[src/rtl/line_buffer_pkg.sv]
// Shared constants and helpers for the conv front-end line buffer and window stage.
package line_buffer_pkg;

  localparam int WORDWIDTH_DEF = 32;
  localparam int FIG_WIDTH_DEF = 28;
  localparam int FIG_HEIGHT_DEF = 28;
  localparam int KROWS_DEF = 3;

  // Counter width for a count range of n; never narrower than one bit.
  function automatic int cnt_width(input int n);
    return (n <= 2) ? 1 : $clog2(n);
  endfunction

  // Bit offset of lane k inside a packed column of width-bit pixels.
  function automatic int lane_lsb(input int lane, input int width);
    return lane * width;
  endfunction

endpackage

[src/rtl/line_ram.sv]
// One stored image row: single-port RAM, write on clock, asynchronous read.
// A same-cycle read returns the word that is about to be overwritten.
module line_ram #(
  parameter int DEPTH = 28,
  parameter int WIDTH = 32,
  parameter int AW    = 5
) (
  input  logic             clk,
  input  logic             we,
  input  logic [AW-1:0]    addr,
  input  logic [WIDTH-1:0] wdata,
  output logic [WIDTH-1:0] rdata
);

  logic [WIDTH-1:0] mem [DEPTH];

  always_ff @(posedge clk) begin
    if (we) mem[addr] <= wdata;
  end

  assign rdata = mem[addr];

endmodule

[src/rtl/line_buffer_kxn.sv]
// KROWS-row line buffer: emits one vertical pixel column per accepted pixel,
// with per-frame warm-up, one-deep output register and column/row tags.
module line_buffer_kxn
  import line_buffer_pkg::*;
#(
  parameter int WORDWIDTH  = WORDWIDTH_DEF,
  parameter int FIG_WIDTH  = FIG_WIDTH_DEF,
  parameter int FIG_HEIGHT = FIG_HEIGHT_DEF,
  parameter int KROWS      = KROWS_DEF,
  parameter int COLW       = cnt_width(FIG_WIDTH),
  parameter int ROWW       = cnt_width(FIG_HEIGHT)
) (
  input  logic                       clk,
  input  logic                       rst,
  input  logic                       frame_restart,
  input  logic [WORDWIDTH-1:0]       din,
  input  logic                       in_valid,
  output logic                       in_ready,
  output logic [KROWS*WORDWIDTH-1:0] dout,
  output logic                       out_valid,
  input  logic                       out_ready,
  output logic [COLW-1:0]            out_col,
  output logic [ROWW-1:0]            out_row,
  output logic                       out_last
);

  localparam int NRAM = KROWS - 1;

  logic [COLW-1:0]            col_cnt;
  logic [ROWW-1:0]            row_cnt;
  logic [WORDWIDTH-1:0]       ram_rd [NRAM];
  logic [WORDWIDTH-1:0]       ram_wr [NRAM];
  logic [KROWS*WORDWIDTH-1:0] col_next;
  logic                       accept;
  logic                       wr_en;
  logic                       col_end;
  logic                       row_end;
  logic                       warm;

  // A restart drops the pixel offered in the same cycle, so refuse it.
  assign in_ready = (~out_valid | out_ready) & ~frame_restart;
  assign accept   = in_valid & in_ready;
  assign wr_en    = accept & ~rst;

  assign col_end = (col_cnt == COLW'(FIG_WIDTH - 1));
  assign row_end = (row_cnt == ROWW'(FIG_HEIGHT - 1));
  assign warm    = (row_cnt >= ROWW'(KROWS - 1));

  // RAM j holds row r-1-j; on each accept every row shifts one RAM deeper.
  for (genvar j = 0; j < NRAM; j++) begin : g_ram
    if (j == 0) begin : g_head
      assign ram_wr[j] = din;
    end else begin : g_chain
      assign ram_wr[j] = ram_rd[j-1];
    end

    line_ram #(
      .DEPTH (FIG_WIDTH),
      .WIDTH (WORDWIDTH),
      .AW    (COLW)
    ) u_line_ram (
      .clk   (clk),
      .we    (wr_en),
      .addr  (col_cnt),
      .wdata (ram_wr[j]),
      .rdata (ram_rd[j])
    );
  end

  always_comb begin
    col_next = '0;
    col_next[lane_lsb(KROWS-1, WORDWIDTH) +: WORDWIDTH] = din;
    for (int j = 0; j < NRAM; j++) begin
      col_next[lane_lsb(KROWS-2-j, WORDWIDTH) +: WORDWIDTH] = ram_rd[j];
    end
  end

  always_ff @(posedge clk) begin
    if (rst) begin
      col_cnt   <= '0;
      row_cnt   <= '0;
      out_valid <= 1'b0;
      dout      <= '0;
      out_col   <= '0;
      out_row   <= '0;
      out_last  <= 1'b0;
    end else if (frame_restart) begin
      col_cnt   <= '0;
      row_cnt   <= '0;
      out_valid <= 1'b0;
    end else if (accept) begin
      dout      <= col_next;
      out_col   <= col_cnt;
      out_row   <= row_cnt;
      out_last  <= col_end & row_end;
      out_valid <= warm;
      if (col_end) begin
        col_cnt <= '0;
        row_cnt <= row_end ? '0 : row_cnt + 1'b1;
      end else begin
        col_cnt <= col_cnt + 1'b1;
      end
    end else if (out_valid & out_ready) begin
      out_valid <= 1'b0;
    end
  end

endmodule

[config.mk]
export PLATFORM = sky130hd
export DESIGN_NAME = line_buffer_kxn
export DESIGN_NICKNAME = d
export VERILOG_FILES = /design/src/rtl/line_buffer_pkg.sv /design/src/rtl/line_ram.sv /design/src/rtl/line_buffer_kxn.sv
export SDC_FILE = /design/constraint.sdc
export NUM_CORES = 2
export LEC_CHECK = 0
export CORE_MARGIN = 4
export CORE_UTILIZATION = 50
export DETAILED_ROUTE_END_ITERATION = 6
export DONT_BUFFER_PORTS = 1
export MAX_ROUTING_LAYER = met4
export PLACE_DENSITY = 0.74
export SYNTH_ARGS = -nofsm -noshare
export SYNTH_HDL_FRONTEND = slang
export SYNTH_SLANG_ARGS = --single-unit
[constraint.sdc]
create_clock -name clk -period 7.1 [get_ports clk]
set_input_delay 0.355 -clock clk [delete_from_list [all_inputs] [get_ports clk]]
set_output_delay 0.355 -clock clk [all_outputs]
set_load 0.005 [all_outputs]
==> metrics <==
sequential power share ~55%; Internal about 18 mW; R2R depth 6; crit path to g_ram[1].u_line_ram.mem[0][20]; Comb power frac 2.1%; hold crit path type in2reg; share of layout cells above drive strength 1 approximately 23%; Hold Path Depth 4; Netlist cell types 57; Total Wirelength around 170 mm; Power Density ~280 mW/mm2; RSZ-0062 raised after global routing false; initial antenna violation count 5; clock network power share around 43%; Hold Slack around 75 ps; TritonCTS buffer count between 150 and 200; status completed; xor-xnor portion of the synthesized cell area 0.0481%; Final min period slightly above 4000 ps; Setup Skew ~42 ps; Post-synth EDFFs about 1,800; Final ANT Viol Nets 0; FF-to-FF End g_ram[1].u_line_ram.mem[0][20]; Mapped Cells between 3,000 and 4,000; endpoint type of the worst setup path flip-flop; first-pass GRT wire length 255 mm; post-CTS setup buffers 0; I/O Buffers 0; core area 0.144 mm2; max-slew violation count 0; Static Leak around 25 nW; worst endpoint required time between 7000 and 8000 ps; R2R Setup Slk approximately 3000 ps; switch share 20.1%; Arrival @ worst endpoint roughly 4500 ps; Horiz. Die Dim about 390 um; NumNets Final 3,611; CP startpoint kind flip-flop; setup TNS 0 ps; Hold Fails Final Rpt 0; GPL Wtd Cong ~0.81; die area approximately 0.15 mm2; Worst-path clk slew approximately 60 ps; drt drc 0; syn avg cell area roughly 21 um2; Peak VDD IR approximately 0.22 mV; drt wl/cell 30.7 um; ys async rst share 0%; Seq cells post-synth 1,915; Max-Slew Margin vs Limit a little over an eighth; vias per cell between 6 and 7; I/O Pins 146; Reg2Reg Launch Point out_valid; H-tree depth 4; post-synthesis compound-gate area fraction slightly below 3%; Synth Flop Type edfxtp_1; clock latency at the later pin of the worst-skew pair between 800 and 900 ps; simple-gate share of the synthesized area 2.83%; Switch Pwr ~4.5 mW; largest family of logic cells by synthesized area multiplexers; Mapped Nets approximately 3,500; Filler Cell Count 10,232; DRT Pass-1 Iters 5; total clock sinks 1,915; num rows 139; grt total ovfl 0; TritonCTS clock tree done; Area growth, synth to finish 11.8%; Iteration-0 DRC Markers 4,248; post-synthesis mux area share roughly 15%; Die Ht 390 um; WS Path Type reg2reg; Global Route Usage Sum between 20% and 30%; Synth Area in Adders less than 1%; largest net degree at the start of global routing about 150; Max FO, Critical Path 34; number of global-route vias before repair 36,543; Initial Utilization between 50% and 60%; hpwl dp ~94 mm; Max Root-Sink Buffers 3; sequential share of the synthesized area just under 80%; Max Cap Viol 0; crit path launch out_valid; final setup vio count 0; via count between 30,000 and 40,000; period utilisation layout approximately 57%; Worst Tran Pin Value roughly 1300 ps; Syn. warnings 0; synthesized area approximately 0.073 mm2; Clock Tree Root clkbuf_16; upper clock frequency limit between 0.2 and 0.25 GHz
==> synth_stat cells (2+ instances only) <==
library cell / instances / area (um2)
mux4_2: 430 / 9680
nand3_1: 39 / 195
clkbuf_1: 82 / 308
or3_1: 3 / 18.8
a22oi_1: 32 / 240
nor2_1: 46 / 173
xnor2_1: 2 / 17.5
or2_2: 2 / 12.5
edfxtp_1: 1792 / 53800
mux2_2: 26 / 293
a21boi_0: 3 / 22.5
ha_1: 7 / 87.6
o21ai_1: 4 / 20.0
a31oi_1: 5 / 31.3
nor3b_1: 34 / 255
o21a_1: 3 / 22.5
and3_1: 35 / 219
o311ai_0: 4 / 35.0
mux2i_1: 115 / 1150
nor2b_1: 8 / 50.1
a41o_1: 32 / 320
o211ai_1: 52 / 390
o21ai_0: 26 / 130
buf_6: 19 / 214
a21oi_1: 80 / 400
xor2_1: 2 / 17.5
o22a_1: 32 / 280
nor3_1: 22 / 110
a32oi_1: 3 / 26.3
a221oi_1: 7 / 61.3
nand2_1: 250 / 938
buf_1: 17 / 63.8
o32ai_1: 3 / 26.3
buf_2: 41 / 205
dfxtp_1: 123 / 2460
inv_1: 6 / 22.5
o22ai_1: 3 / 18.8
nand2b_1: 5 / 31.3
buf_4: 41 / 308
and2_1: 2 / 12.5
==> registers in the layout, summed over array words and instances, names as in the netlist, named ones only <==
register and cells:
col_cnt 5, dout 96, g_ram.u_line_ram.mem 1792, out_col 5, out_last 1, out_row 5
out_valid 1, row_cnt 5
==> through the flow <==
stage	utilization, %	instances	setup WS [ps]	total power, mW	cell area, um2
after floorplan	-	3455	517	12.9	72800
after global placement	52.1	5250	3060	13.0	75100
after detailed placement	52.1	5250	2930	13.0	75100
after CTS	56.5	5626	3050	22.6	81400
after global routing	56.5	5628	2830	23.1	81400
final	56.5	5631	3040	22.4	81400
==> cells by family after synthesis <==
kind of cell	after synthesis
flip-flops	1915
XOR/XNOR	4
buffers and inverters	209
multiplexers	571
AO/OA/AOI/OAI	298
AND/OR/NAND/NOR	451
adder cells (fa/ha/maj)	7
==> critical path: stages (launching register included) <==
cell	delay (ps)
dfxtp_1	330
nand2b_1	160
nand2_4	200
nor2_4	660
nand2_1	490
nor2_4	1110
buf_4	680
==> layout make-up <==
type	instances	area (um2)	share of cell area (%)
repair buffers	130	1180	1.45
clock buffers	272	5220	6.41
diodes	5	12.5	0.0154
inverters	8	30.0	0.0369
well taps	1903	2380	2.92
flip-flops and latches	1915	56300	69.1
multi-input cells	1331	15600	19.2
clock inverters	67	678	0.833
==> what timing repair did <==
action                                  CTS  global route
resized for setup                         0             0
endpoints found under the hold margin  1011             0
hold buffers                             37             0
==> worst min path at each step <==
stage / endpoint / slack, ps / from
2_1_floorplan: dout[18] / 450 / dout[18]
3_5_place_dp: g_ram[0].u_line_ram.mem[11][17] / 460 / din[17]
3_3_place_gp: g_ram[0].u_line_ram.mem[13][3] / 460 / din[3]
5_1_grt: out_last / 80 / rst
4_1_cts: out_last / 10 / in_valid
6_report: out_last / 80 / in_valid
==> power by group through the flow <==
stage | sequential (mW) | combinational (mW) | clock [mW]
3_5_place_dp | 12.7 | 0.364 | 0
3_3_place_gp | 12.7 | 0.353 | 0
5_1_grt | 12.4 | 0.514 | 10.2
6_report | 12.4 | 0.478 | 9.52
4_1_cts | 12.4 | 0.477 | 9.67
2_1_floorplan | 12.6 | 0.263 | 0
==> metal layers <==
layer	GRT usage, %	wire length (um)	vias to the layer above
li1	-	-	14559
met1	32.5	66400	18923
met2	36.0	82200	2116
met3	5.48	19100	332
met4	6.98	5020	0
met5	-	0	-
==> layout by cell type, fill, tap and decap left out, types with 33 or more instances in the layout <==
master         instances
a21oi_1               80
and3_1                34
buf_4                 87
clkbuf_1              61
clkbuf_16            185
dfxtp_1              114
dlygate4sd3_1         34
edfxtp_1            1792
mux2i_1              115
mux4_2               430
nand2_1              249
nand3_1               39
nor3b_1               33
o211ai_1              52
Note: power is estimated with default switching activity, not from simulation.
